`config.mk`:
```
export PLATFORM = sky130hd
export DESIGN_NAME = traffic_light_ctrl
export DESIGN_NICKNAME = d
export VERILOG_FILES = /design/src/rtl/traffic_pkg.sv /design/src/rtl/dwell_timer.sv /design/src/rtl/traffic_light_ctrl.sv
export SDC_FILE = /design/constraint.sdc
export NUM_CORES = 1
export LEC_CHECK = 0
export CAP_MARGIN = 20
export CELL_PAD_IN_SITES_DETAIL_PLACEMENT = 1
export CELL_PAD_IN_SITES_GLOBAL_PLACEMENT = 1
export CORE_ASPECT_RATIO = 1.5
export CORE_MARGIN = 2
export CORE_UTILIZATION = 39
export CTS_CLUSTER_DIAMETER = 100
export DETAILED_ROUTE_END_ITERATION = 6
export PLACE_DENSITY = 0.77
export RECOVER_POWER = 50
export REMOVE_ABC_BUFFERS = 1
export SETUP_SLACK_MARGIN = 0.4
export SLEW_MARGIN = 10
export SYNTH_ARGS = -nofsm -noshare
export SYNTH_HDL_FRONTEND = slang
export SYNTH_SLANG_ARGS = --single-unit
```
`constraint.sdc`:
```
create_clock -name clock -period 2.05 [get_ports clock]
set_clock_uncertainty 0.2 [all_clocks]
set_input_delay 0.3075 -clock clock [delete_from_list [all_inputs] [get_ports clock]]
set_output_delay 0.3075 -clock clock [all_outputs]
set_load 0.005 [all_outputs]
```
`src/rtl/traffic_pkg.sv`:
```
// ============================================================================
//  Module  : traffic_pkg
//  Brief   : Lamp encodings, phase enum and lamp decode helper for the
//            intersection controller.
//  Rev     : 1.0
// ============================================================================
`default_nettype none

package traffic_pkg;

    localparam logic [2:0] LAMP_RED    = 3'b100;
    localparam logic [2:0] LAMP_GREEN  = 3'b010;
    localparam logic [2:0] LAMP_YELLOW = 3'b001;

    typedef enum logic [1:0] {
        PH_GREEN  = 2'd0,
        PH_YELLOW = 2'd1,
        PH_ALLRED = 2'd2,
        PH_WALK   = 2'd3
    } phase_t;

    // Only the served direction may leave RED, and only in GREEN/YELLOW.
    function automatic logic [2:0] lamp_of(input phase_t ph, input logic served);
        logic [2:0] lamp;
        lamp = LAMP_RED;
        if (served && (ph == PH_GREEN))  lamp = LAMP_GREEN;
        if (served && (ph == PH_YELLOW)) lamp = LAMP_YELLOW;
        return lamp;
    endfunction

endpackage

`default_nettype wire

```
`src/rtl/dwell_timer.sv`:
```
// ============================================================================
//  Module  : dwell_timer
//  Brief   : Loadable down-counter; expire flags a qualified tick at zero.
//  Rev     : 1.0
// ============================================================================
`default_nettype none

module dwell_timer #(
    parameter int               CNT_W     = 8,
    parameter logic [CNT_W-1:0] RESET_VAL = '0
) (
    input  logic             clock,
    input  logic             reset,
    input  logic             tick_en,
    input  logic             enable,
    input  logic             load,
    input  logic [CNT_W-1:0] load_val,
    output logic             expire
);

    logic [CNT_W-1:0] r_cnt;
    logic             w_tick;

    assign w_tick = tick_en && enable;
    assign expire = w_tick && (r_cnt == '0);

    always_ff @(posedge clock or posedge reset) begin
        if (reset) begin
            r_cnt <= RESET_VAL;
        end else if (load) begin
            r_cnt <= load_val;
        end else if (w_tick && (r_cnt != '0)) begin
            r_cnt <= r_cnt - 1'b1;
        end
    end

endmodule

`default_nettype wire

```
`src/rtl/traffic_light_ctrl.sv`:
```
// ============================================================================
//  Module  : traffic_light_ctrl
//  Brief   : N-direction GREEN/YELLOW/ALL-RED sequencer with tick-timed dwell.
//            Define TRAFFIC_PED_EN to add the pedestrian WALK phase.
//  Rev     : 1.0
// ============================================================================
`default_nettype none

module traffic_light_ctrl
    import traffic_pkg::*;
#(
    parameter int NUM_DIR      = 2,
    parameter int CNT_W        = 8,
    parameter int GREEN_TICKS  = 20,
    parameter int YELLOW_TICKS = 4,
    parameter int ALLRED_TICKS = 2,
    parameter int WALK_TICKS   = 10
) (
    input  logic                       clock,
    input  logic                       reset,
    input  logic                       tick_en,
    input  logic                       enable,
    input  logic                       ped_req,
    output logic [3*NUM_DIR-1:0]       light,
    output logic [$clog2(NUM_DIR)-1:0] active_dir,
    output logic [1:0]                 phase,
    output logic                       walk,
    output logic                       ped_ack
);

    localparam int               DIR_W      = $clog2(NUM_DIR);
    localparam logic [DIR_W-1:0] LAST_DIR   = DIR_W'(NUM_DIR - 1);
    localparam logic [CNT_W-1:0] GREEN_RLD  = CNT_W'(GREEN_TICKS - 1);
    localparam logic [CNT_W-1:0] YELLOW_RLD = CNT_W'(YELLOW_TICKS - 1);
    localparam logic [CNT_W-1:0] ALLRED_RLD = CNT_W'(ALLRED_TICKS - 1);
    localparam logic [CNT_W-1:0] WALK_RLD   = CNT_W'(WALK_TICKS - 1);

    phase_t               r_phase;
    phase_t               w_next_phase;
    logic [DIR_W-1:0]     r_dir;
    logic [DIR_W-1:0]     w_next_dir;
    logic [DIR_W-1:0]     w_dir_inc;
    logic [3*NUM_DIR-1:0] r_light;
    logic [3*NUM_DIR-1:0] w_next_light;
    logic                 w_expire;
    logic                 w_load;
    logic [CNT_W-1:0]     w_load_val;
    logic                 w_ped_go;

    dwell_timer #(
        .CNT_W     (CNT_W),
        .RESET_VAL (ALLRED_RLD)
    ) u_dwell_timer (
        .clock    (clock),
        .reset    (reset),
        .tick_en  (tick_en),
        .enable   (enable),
        .load     (w_load),
        .load_val (w_load_val),
        .expire   (w_expire)
    );

    assign w_dir_inc = (r_dir == LAST_DIR) ? '0 : r_dir + 1'b1;

    always_ff @(posedge clock or posedge reset) begin
        if (reset) begin
            r_phase <= PH_ALLRED;
            r_dir   <= LAST_DIR;
            r_light <= {NUM_DIR{LAMP_RED}};
        end else begin
            r_phase <= w_next_phase;
            r_dir   <= w_next_dir;
            r_light <= w_next_light;
        end
    end

    // The timer reloads with the next dwell on the same cycle the phase ends.
    always_comb begin
        w_next_phase = r_phase;
        w_next_dir   = r_dir;
        w_load       = 1'b0;
        w_load_val   = ALLRED_RLD;
        case (r_phase)
            PH_GREEN: begin
                if (w_expire) begin
                    w_next_phase = PH_YELLOW;
                    w_load       = 1'b1;
                    w_load_val   = YELLOW_RLD;
                end
            end
            PH_YELLOW: begin
                if (w_expire) begin
                    w_next_phase = PH_ALLRED;
                    w_load       = 1'b1;
                    w_load_val   = ALLRED_RLD;
                end
            end
            PH_ALLRED: begin
                if (w_expire) begin
                    w_load = 1'b1;
                    if (w_ped_go) begin
                        w_next_phase = PH_WALK;
                        w_load_val   = WALK_RLD;
                    end else begin
                        w_next_phase = PH_GREEN;
                        w_next_dir   = w_dir_inc;
                        w_load_val   = GREEN_RLD;
                    end
                end
            end
`ifdef TRAFFIC_PED_EN
            PH_WALK: begin
                if (w_expire) begin
                    w_next_phase = PH_GREEN;
                    w_next_dir   = w_dir_inc;
                    w_load       = 1'b1;
                    w_load_val   = GREEN_RLD;
                end
            end
`endif
            default: begin
                w_next_phase = PH_ALLRED;
                w_load       = 1'b1;
                w_load_val   = ALLRED_RLD;
            end
        endcase
    end

    for (genvar d = 0; d < NUM_DIR; d++) begin : g_lamp
        assign w_next_light[3*d +: 3] = lamp_of(w_next_phase, w_next_dir == DIR_W'(d));
    end

`ifdef TRAFFIC_PED_EN
    logic r_ped_pend;
    logic r_ped_ack;
    logic r_walk;
    logic w_ped_accept;

    assign w_ped_accept = ped_req && !r_ped_pend && (r_phase != PH_WALK);
    assign w_ped_go     = r_ped_pend;

    always_ff @(posedge clock or posedge reset) begin
        if (reset) begin
            r_ped_pend <= 1'b0;
            r_ped_ack  <= 1'b0;
            r_walk     <= 1'b0;
        end else begin
            r_ped_ack <= w_ped_accept;
            r_walk    <= (w_next_phase == PH_WALK);
            if ((w_next_phase == PH_WALK) && (r_phase != PH_WALK)) begin
                r_ped_pend <= 1'b0;
            end else if (w_ped_accept) begin
                r_ped_pend <= 1'b1;
            end
        end
    end

    assign walk    = r_walk;
    assign ped_ack = r_ped_ack;
`else
    logic w_unused_ped_req;

    assign w_unused_ped_req = ped_req;
    assign w_ped_go         = 1'b0;
    assign walk             = 1'b0;
    assign ped_ack          = 1'b0;
`endif

    assign light      = r_light;
    assign active_dir = r_dir;
    assign phase      = r_phase;

endmodule

`default_nettype wire

```
# [Yosys cells after proc, flatten, opt, wreduce, memory -nomap -nowiden]
# Cells that the tools add are included.
[word_totals] register_bits=17 latch_bits=0 ram_bits=0 mem_bits_ro=0 output_inout_bits=11 wordCells=41 mem_count=0
[classes] n_addsub=2 multipliers=0 div_mod_pow=0 magnitude_cmp=0 n_eq_ne=3 shifts=0 mux=18 bitwise_logic=1 reduce_logical=13
[op_table] operator="$mux W8" n=2
[op_table] operator="$pmux W8 S2" n=1
[op_table] operator="$mux W3" n=4
[op_table] operator="$logic_not A8 Y1" n=1
[op_table] operator="$mux W2" n=4
[op_table] operator="$reduce_bool A8 Y1" n=1
[op_table] operator="$sub A8 B1 Y8 const B" n=1
[op_table] operator="$logic_and A1 B1 Y1" n=7
[op_table] operator="$pmux W2 S3" n=1
[op_table] operator="$mux W1" n=5
[op_table] operator="$mux W5" n=1
[op_table] operator="$eq A2 B1 Y1 const B" n=2
[op_table] operator="$logic_not A2 Y1" n=2
[op_table] operator="$reduce_or A3 Y1" n=1
[op_table] operator="$eq A2 B2 Y1 const B" n=1
[op_table] operator="$reduce_bool A2 Y1" n=1
[op_table] operator="$add A1 B1 Y1 const B" n=1
[op_table] operator="$not A1 Y1" n=1

# [Logic depth before layout (Yosys ltp)]
[logic_depth] word_depth=8 ltp_mapped=7 ltp_nobuf=6

# [Cells and area by module]
# Synthesis repeated with hierarchy kept, for this count alone.
[unflattened] cells_unflattened=104 area_unflattened_um2=989.7
[by_module_without_submodules] module="dwell_timer" n_inst=1 cells_each=66 area_per_inst_um2=553.0
[by_module_without_submodules] module="traffic_light_ctrl" n_inst=1 cells_each=38 area_per_inst_um2=436.7

# [Worst setup path after synthesis]
# OpenSTA, ideal clock, no wires.
[synth_timing] kind="reg-to-reg" start="reg u_dwell_timer.r_cnt[0]" end="reg r_light[2], in the netlist light[2]" arrival_ps=1600 required_ps=1765 setup_slack_ps=165 path_stages_with_launch=7 path_buffers=0 synth_period_minus_slack_ps=1885 path_cell_list="dfstp_2 inv_1 ha_1 and4b_1 and3_4 or3_4 o311a_2"
[synth_via] elab_chain_cells=8 word_cells_on_any_way=15
[synth_rtl] element="start: declaration" line_no="dwell_timer.sv:21" rtl="logic [CNT_W-1:0] r_cnt;"
[synth_rtl] element="start signal: assignment" line_no="dwell_timer.sv:31" rtl="r_cnt <= load_val;"
[synth_rtl] element="start signal: assignment" line_no="dwell_timer.sv:33" rtl="r_cnt <= r_cnt - 1'b1;"
[synth_rtl] element="$logic_not A8 Y1 (*)" line_no="dwell_timer.sv:25" rtl="assign expire = w_tick && (r_cnt == '0);"
[synth_rtl] element="$logic_and A1 B1 Y1 (*)" line_no="dwell_timer.sv:25"
[synth_rtl] element="$mux W2, or another cell as far along" line_no="traffic_light_ctrl.sv:99" rtl="if (w_expire) begin"
[synth_rtl] element="$pmux W2 S3 or $mux W1 (tied branches)" line_no="traffic_light_ctrl.sv:83" rtl="case (r_phase)"
[synth_rtl] element="$logic_not A2 Y1 or $not A1 Y1 (tied branches)" line_no="traffic_pkg.sv:26, traffic_light_ctrl.sv:130"
[synth_rtl] element="$logic_and A1 B1 Y1" line_no="traffic_pkg.sv:26" rtl="if (served && (ph == PH_GREEN)) lamp = LAMP_GREEN;"
[synth_rtl] element="$mux W3" line_no="traffic_pkg.sv:26"
[synth_rtl] element="$mux W3 (*)" line_no="traffic_pkg.sv:27" rtl="if (served && (ph == PH_YELLOW)) lamp = LAMP_YELLOW;"
[synth_rtl] element="via w_next_light[2]" line_no="traffic_light_ctrl.sv:44" rtl="logic [3*NUM_DIR-1:0] w_next_light;"
[synth_rtl] element="end signal: assignment" line_no="traffic_light_ctrl.sv:69" rtl="r_light <= {NUM_DIR{LAMP_RED}};"
[synth_rtl] element="end signal: assignment" line_no="traffic_light_ctrl.sv:73" rtl="r_light <= w_next_light;"
[synth_rtl] element="end: declaration" line_no="traffic_light_ctrl.sv:43" rtl="logic [3*NUM_DIR-1:0] r_light;"
# The timed path passes the listed nets; every way through them passes the cells marked *.
# A chain may end at the register's enable or synchronous reset.

# [Worst setup path after layout]
# Ends and elaborated chain as after synthesis.

==> key figures <==
Floorplan
  – Initial Utilization: 41.9%
  – Die area: 2850 um2
  – I/O pin cnt: 16
  – Core region area: 2260 um2
  – Chip Height: 64.4 um
  – DIE WIDTH: 44.2 um
  – Std cell rows: 21

Synth
  – Cells after Synth: 95
  – Most common cell in the synthesized netlist: dfrtp_1
  – Seq/Total Area, Yosys: 45.6%
  – Synth Cell Area: 947 um2
  – Top area cells in the synthesized netlist: dfrtp_1, dfstp_2, nand2_1
  – Post-synth EDFFs: 0
  – Asr flop ratio synth: 100%
  – Flops & latches, synth: 17
  – Mean Syn Cell Area: 9.97 um2
  – Synth Warn #: 0
  – Top-area cell type share of the netlist area: 31.7%
  – Dominant synthesized flop cell: dfrtp_1
  – Netlist cell types: 37
  – Synth top cells by count: dfrtp_1, nand2_1, dfstp_2, nor2_1, nor3_1
  – Synth area leader: dfrtp_1

Pwr
  – Switching share of total power: 36.9%
  – Combinational power share: 37.0%
  – Clock network fraction of design power: 15.9%
  – P_int: 0.000712 W
  – Pwr Density: 865 nW/um2
  – Sequential share of power: 47.1%
  – Sw Pwr: 0.000416 W
  – Lkg Pwr: 0.612 nW
  – Peak VDD IR: 0.000484 V
  – Total power: 0.00113 W

Route
  – Vias per inst: 5.58
  – Pre-Repair DR Iteration Count: 4
  – Post-DRT Antenna Nets: 0
  – First DRT Iteration DRCs: 6
  – DRT Wirelength: 2.67 mm
  – Routed length per instance: 18.1 um
  – Residual DRC: 0
  – Vias: 820

Place
  – Cell count after placement: 126
  – Hpwl dp: 1.54 mm
  – Worst slack, placed: 33.6 ps
  – Port bufs: 12
  – GPL Wtd Cong: 0.721

Worst setup path
  – Crit path cell chain: inv_2 > ha_4 > and4b_2 > and3_4 > or3_4 > o311a_4
  – Buf/Inv on CP: 1
  – Max Fanout on Critical Path: 4
  – Cell with the largest stage delay on the worst path: dfstp_2
  – CP Launch Type: register
  – Worst EP required: 2080 ps
  – CP Capture Type: register
  – Slowest stage delay, CP: 560 ps
  – Crit path DAT: 1900 ps
  – Worst R2R Setup Slack: 180 ps
  – Delay-heaviest family, CP: simple AND/OR/NAND/NOR gates
  – CP Class: reg2reg

Worst hold path
  – Hold Path Class: in2async

Job
  – Max Cap Violations: 0

Clock network
  – CTS Buf Count: 3
  – Root buf cell: clkbuf_4
  – Htree depth: 1
  – Hold_buf cts: 0
  – Worst skew pair latency: 290 ps
  – Worst-path clk slew: 110 ps
  – CTS tree: built
  – Clock Sinks: 17
  – Max clock buf depth: 2

STA
  – Hold WS: 326 ps
  – Final worst slack: 182 ps
  – Final worst path period need: 1870 ps
  – Slew of the pin with the lowest slew margin: 639 ps
  – Final critical-path share of the clock period: 91.1%
  – RSZ-0062 raised after global routing: yes
  – Final hold viol count: 0
  – Slew Limit Headroom: 57.4%
  – Final setup fails: 0
  – Setup_tns: 0 ps
  – Slew Viols, Final: 0
  – Fmax: 0.535 GHz

Cells and area
  – Fill cell count: 252
  – Share of cells above drive strength 1: 41.9%
  – ANT cells: 0
  – Synth-to-Final Area Change: 37.6%
  – Final layout net count: 132
  – Post-route insts no fill: 147

GRT
  – Total track usage: 19.8%
  – Initial antenna violation count: 0
  – Grt total ovfl: 0
  – Vias in the first global route: 854
  – Largest net degree at the start of global routing: 18
  – First-pass GRT wire length: 4.19 mm

Status
  – Status: complete, no violations
==> timing repair <==
| action | in CTS | in global routing |
|---|---|---|
| resized for setup | 21 | 10 |
| buffers inserted | 11 | 6 |
| pin swaps | 7 | 10 |
| endpoints found under the setup margin | 21 | 20 |
==> power groups by stage <==
stage / clock (W) / combinational, W / sequential, W
final: 0.000180 / 0.000417 / 0.000531
after global routing: 0.000201 / 0.000470 / 0.000543
after CTS: 0.000182 / 0.000363 / 0.000520
after detailed placement: 0 / 0.000283 / 0.000523
after global placement: 0 / 0.000268 / 0.000520
after floorplan: 0 / 0.000207 / 0.000503
==> flip-flops by register name, indices dropped and copies added, names as in the netlist <==
name,flops
phase,2
u_dwell_timer.r_cnt,8
active_dir,1
light,6
==> layout by cell type (no fill, tap or decap), drive strengths merged, types with 3 or more instances in the layout <==
| master | n |
|---|---|
| dfrtp | 12 |
| nand3b | 3 |
| nor2 | 5 |
| clkdlybuf4s25 | 3 |
| o21ai | 4 |
| buf | 20 |
| dlygate4sd2 | 5 |
| clkbuf | 3 |
| dfstp | 5 |
| or3 | 5 |
| nor2b | 3 |
| xnor2 | 3 |
| nand3 | 4 |
| inv | 4 |
| nor3 | 7 |
| a21oi | 3 |
| nand2 | 10 |
==> metrics by stage <==
step | util, % | cell area (um2)
after CTS | 54.9 | 1240
final | 57.7 | 1300
after global placement | 47.3 | 1070
after floorplan | - | 897
after detailed placement | 47.3 | 1070
after global routing | 57.7 | 1300
==> area by class of cell <==
type	instances	area [um2]	area share (%)
Clock buffer	3	22.5	1.73
Clock inverter	1	5.00	0.384
Inverter	4	15.0	1.15
Multi-Input combinational cell	67	526	40.3
Sequential cell	17	433	33.2
Tap cell	23	28.8	2.21
Timing Repair Buffer	32	274	21.0
==> worst paths after layout <==
kind | to | from | cells past startpoint
setup / recovery | light[2] | u_dwell_timer.r_cnt[0] | 6
setup reg to reg | light[2] | u_dwell_timer.r_cnt[0] | 6
max in group asynchronous | phase[0] | reset | 2
hold reg to reg | u_dwell_timer.r_cnt[7] | u_dwell_timer.r_cnt[7] | 2
min in group clock | u_dwell_timer.r_cnt[7] | u_dwell_timer.r_cnt[7] | 2
hold / removal | light[0] | reset | 2
==> per-layer routing <==
metal / up-vias / share of wire, % / GRT usage, %
li1: 380 / - / -
met1: 412 / 39 / 23.3
met2: 20 / 54 / 36.0
met3: 8 / 4.1 / 3.39
met4: 0 / 2.8 / 4.55
met5: - / 0 / 0
==> cells by family after synthesis <==
kind of cell / synth area share (%)
compound gates: 11.1
xor+xnor: 5.42
fa+ha+maj: 2.64
buf+inv: 7.26
flops: 45.6
mux: 2.11
other cells: 0.396
simple gates: 25.5
Power figures use the tool's default switching activity.
==> RTL change 1, RTL diff (config.mk and constraints unchanged) <==
`CNT_W` is set to 8 in 2 places; all go to 12.
--- a/src/rtl/dwell_timer.sv
+++ b/src/rtl/dwell_timer.sv
@@ -7,5 +7,5 @@
 
 module dwell_timer #(
-    parameter int               CNT_W     = 8,
+    parameter int               CNT_W     = 12,
     parameter logic [CNT_W-1:0] RESET_VAL = '0
 ) (
--- a/src/rtl/traffic_light_ctrl.sv
+++ b/src/rtl/traffic_light_ctrl.sv
@@ -11,5 +11,5 @@
 #(
     parameter int NUM_DIR      = 2,
-    parameter int CNT_W        = 8,
+    parameter int CNT_W        = 12,
     parameter int GREEN_TICKS  = 20,
     parameter int YELLOW_TICKS = 4,
Formal check against the unedited RTL: no difference found for any inputs over 10 cycles, from zero or initial values and one cycle with reset high; that may be too few to reach the edited logic, so the function may still have changed.
==> RTL change 1 against the unedited design <==
- cell area up 30%
- global-route usage up 2.4 points
- synthesized area up 20%
- sequential cell count up 4
- worst setup slack worse by 11 ps
- die area up 19%
- first-iteration DRC count rose to 3.0 times the old value
- non-clock buffer count up 6
- largest cell class unchanged
- wire length up 38%
- worst hold slack worse by 9.6 ps
Power is not compared: it rests on default switching activity, and its combinational part moved more than twofold at a synthesized area within 25%.
==> RTL change 1: results (changes against the unedited design) <==
** Outcome
- Result of the run :: finished clean (unchanged)

** Clock network
- The total setup buffers inserted after CTS was 9 (was 11).
- The number of resized instances in the post-cts repair step was 26 (was 21).
- Clk root buf :: clkbuf_8 (was clkbuf_4)
- The total number of H-tree levels was 1 (unchanged).
- The buffer levels on the longest clock path was 2 (unchanged).
- Clock-pin slew on the worst setup and hold paths :: 90 ps (was 110 ps)
- The clock latency at the later pin of the worst-skew pair was 270 ps (was 290 ps).

** Place
- The worst slack at placement came to 63.3 ps (was 33.6 ps).
- Gp weighted congestion :: 0.737 (was 0.721)
- Number of port buffers :: 12 (unchanged)
- The placed wire-length estimate was 1880 um (was 1540 um).

** Detailed routing
- Number of detailed-route iterations in the first pass :: 3 (was 4)
- Detailed router's first-iteration violation count :: 18 (was 6)
- Detailed-route wire length :: 3670 um (was 2670 um)
- Ratio of routed vias to standard cells :: 5.21 (was 5.58)

** Global routing
- The initial antenna violation count is 0 (unchanged).
- Pin count of the biggest net entering global routing :: 22 (was 18)
- The via count of the first global-routing pass is 1124 (was 854).
- First-pass GRT wire length :: 5360 um (was 4190 um)
- The global-route usage over all layers came to 0.222 (was 0.198).

** Logic synthesis
- Warning count from the yosys run :: 0 (unchanged)
- The fraction of the yosys area taken by sequential cells came to 0.467 (was 0.456).
- Synth cell types :: 38 (was 37)
- The fraction of registers with async set/reset is 1.00 (unchanged).
- Most frequent cells after synthesis: dfrtp_1 (16), nor2_1 (12), nand2_1 (9) (was dfrtp_1 (12), nand2_1 (10), dfstp_2 (5), nor2_1 (5), nor3_1 (5)).
- Primary FF master, synth :: dfrtp_1 (unchanged)
- Leading post-synthesis cells by cell area: dfrtp_1 (35%), dfstp_2 (12%), xor2_1 (5.4%) (was dfrtp_1 (32%), dfstp_2 (14%), nand2_1 (4.0%)).
- The number of register bits inferred by synthesis came to 21 (was 17).

** Layout
- Multi-input combinational gate total :: 79 (was 67)
- # diodes :: 0 (unchanged)
- The register with the highest flop count was u_dwell_timer.r_cnt (unchanged).
- Total of clock buffers placed in the layout :: 3 (unchanged)
- FILL cells :: 295 (was 252)
- Area used by sequential logic in the layout :: 536 um^2 (was 433 um^2)
- Count of plain and timing-repair buffers in the layout :: 38 (was 32)
- The final net count came to 153 (was 132).
- The number of signal-net inverters in the final layout was 3 (was 4).
- Non-clock buffer share of cell area :: 0.199 (was 0.210)
- The fraction of standard cell area in multi-input logic came to 0.422 (was 0.403).
- Flip-flop count of the largest register after layout :: 12 (was 8)
- Final clock-cell share :: 0.0273 (was 0.0211)
- The share of layout cells above drive strength 1 is 0.503 (was 0.419).

** Critical path
- Arrival time at the worst endpoint :: 1840 ps (was 1900 ps)
- CP Max Fanout :: 4 (unchanged)

** Power
- In this run the power spent charging and discharging nets is 810 uW.
- Leakage power :: 0.754 nW
- Seq pwr share :: 0.373
- Maximum ir drop on the vdd rail :: 0.000689 V
- The share of total power dissipated in the clock network is 0.141.
- Total power for the finished layout comes to 2.03 mW.

** STA
- The worst path setup slack after routing came to 171 ps (was 182 ps).

** Min path
- Tightest Hold Check Type :: input pin to async pin (unchanged)
## RTL change 1: kinds of logic (layout without fill, tap and decap cells)
logic type      count (synthesis)  in the layout  synth area share
simple gates                   54             54             0.293
flops                          21             21             0.467
compound gates                 11             11            0.0626
xor+xnor                       10             10            0.0933
buf+inv                        10             45            0.0593
fa+ha+maj                       2              2            0.0220
other cells                     1              2           0.00329
## RTL change 1: through the flow
stage | std cells | hold slack [ps] | util | area (um^2)
finish | 184 | 316 | 0.594 | 1690
global route | 184 | 344 | 0.594 | 1690
CTS | 179 | 196 | 0.541 | 1540
detailed placement | 166 | 340 | 0.476 | 1360
global placement | 166 | 318 | 0.476 | 1360
floorplan | 103 | 80.3 | - | 1090
## RTL change 1: critical path, cell delays in order, from the launching register on
cell,delay (ps)
dfrtp_2,440
nor4_4,410
nand4_1,240
buf_4,220
buf_6,130
nor2_4,90
nor3_2,50
## RTL change 1: final timing paths
kind,start,to,cells past startpoint
min in group clock,phase[0]$_DFF_PP0_,light[1]$_DFF_PP0_,2
min,reset,light[4]$_DFF_PP0_,3
max reg2reg,u_dwell_timer.r_cnt[7]$_DFFE_PP0P_,u_dwell_timer.r_cnt[4]$_DFFE_PP0P_,6
max,u_dwell_timer.r_cnt[7]$_DFFE_PP0P_,u_dwell_timer.r_cnt[4]$_DFFE_PP0P_,6
min reg2reg,phase[0]$_DFF_PP0_,light[1]$_DFF_PP0_,2
max in group asynchronous,reset,light[2]$_DFF_PP1_,3
## RTL change 1: layer usage
metal / track usage / part of all wire / vias up / wire (um)
li1: - / - / 446 / -
met1: 0.248 / 0.37 / 489 / 1380
met2: 0.398 / 0.58 / 15 / 2140
met3: 0.0413 / 0.020 / 8 / 74
met4: 0.0571 / 0.023 / 0 / 85
met5: 0 / 0 / - / 0
==> RTL change 2, RTL diff (same flow settings) <==
Made on the original files. The parameter `GREEN_TICKS` goes from 20 to 10.
--- a/src/rtl/traffic_light_ctrl.sv
+++ b/src/rtl/traffic_light_ctrl.sv
@@ -12,5 +12,5 @@
     parameter int NUM_DIR      = 2,
     parameter int CNT_W        = 8,
-    parameter int GREEN_TICKS  = 20,
+    parameter int GREEN_TICKS  = 10,
     parameter int YELLOW_TICKS = 4,
     parameter int ALLRED_TICKS = 2,
Behaviour: same outputs for any inputs over 10 cycles, from zero or initial values and one cycle with reset high; that may be too few to reach the edited logic, so the function may still have changed.
==> RTL change 2 against the unedited design <==
- global-route usage up 0.24 points
- power up 26%
- non-clock buffer count is 9 lower
- first-iteration DRC count increased by 120%
- sequential share of layout area grew 3.8 points
- largest cell class unchanged
- clock power is 6% higher
- cell area decreased by 10%
- synthesized area fell by 5.9%
- via count down 14%
- sequential cell count is the same
- highest routed layer unchanged
- synthesized cell count down 12%
- worst setup slack improved by 23 ps
- wire length shrank 14%
==> RTL change 2: results (changes against the unedited design) <==
** Critical path
- The worst setup path startpoint is u_dwell_timer.r_cnt[1]$_DFFE_PP0P_ (was u_dwell_timer.r_cnt[0]$_DFFE_PP1P_).
- The slack of the worst reg-to-reg path was 200 ps (was 180 ps).
- The cell with the largest stage delay on the worst path was dfrtp_1 (was dfstp_2).
- The arrival time at the worst endpoint was 1860 ps (was 1900 ps).

** Logic synthesis
- The adder-cell share of the synthesized area came to 0.0281 (was 0.0264).
- Synthesized-area fraction occupied by ao, oa, aoi and oai cells :: 0.0899 (was 0.111)
- Leading post-synthesis cells by cell area :: dfrtp_1 (34%), dfstp_2 (15%), xor2_1 (5.9%) (was dfrtp_1 (32%), dfstp_2 (14%), nand2_1 (4.0%))
- Portion of the post-synthesis area used by sequential elements :: 0.485 (was 0.456)
- Post-synthesis xor/xnor area fraction :: 0.0969 (was 0.0542)

** Layout
- Layout cell share with drive strength beyond 1 :: 0.343 (was 0.419)
- Final net count :: 116 (was 132)
- The count of filler cells inserted in the layout came to 261 (was 252).

** Power
- Leakage power :: 0.550 nW (was 0.612 nW)
- The combinational group power was 639 uW (was 417 uW).
- The peak ir drop on the vdd network was 0.000574 V (was 0.000484 V).
- The clock network power came to 191 uW (was 180 uW).
- The switching share of power came to 0.383 (was 0.369).

** Place
- Half-perimeter wire length after detailed placement :: 1460 um (was 1540 um)
- The final estimated routing congestion in global placement was 0.787 (was 0.721).

** Global routing
- First-pass GRT wire length :: 3950 um (was 4190 um)
- The global-route usage over all layers was 0.200 (was 0.198).
- Via count of the first global-routing pass :: 825 (was 854)

** Outcome
- Result of the run: finished clean (unchanged).

** Min path
- The worst hold path class was register to register (was input pin to async pin).

** Detailed routing
- The routed metal-1 wirelength was 810 um (was 1040 um).
- The wire length on met2 was 1370 um (was 1440 um).
- Length of routed met3 wiring :: 38 um (was 110 um)

** STA
- The minimum hold slack was 422 ps (was 326 ps).

** Clock network
- The total setup buffers inserted after CTS was 6 (was 11).
RTL change 2: metrics by stage:
| step | instances | area, um^2 | util | setup WS, ps |
|---|---|---|---|---|
| 2_1_floorplan | 80 | 860 | - | 158 |
| 3_3_place_gp | 120 | 1050 | 0.474 | 95.6 |
| 3_5_place_dp | 120 | 1050 | 0.474 | 41.5 |
| 4_1_cts | 131 | 1150 | 0.521 | 225 |
| 5_1_grt | 131 | 1170 | 0.529 | 139 |
| 6_report | 131 | 1170 | 0.529 | 204 |
RTL change 2: final cells by class:
type,instances,area share
Clock buffer,3,0.0193
Clock inverter,1,0.00428
Inverter,3,0.00964
Multi-Input combinational cell,61,0.411
Sequential cell,17,0.370
Tap cell,23,0.0246
Timing Repair Buffer,23,0.161
RTL change 2: tightest hold or removal path, delay by kind of cell (launching register included):
family        cells  cell delay (ps)
simple gates      1               80
xor+xnor          1               90
flops             1              420
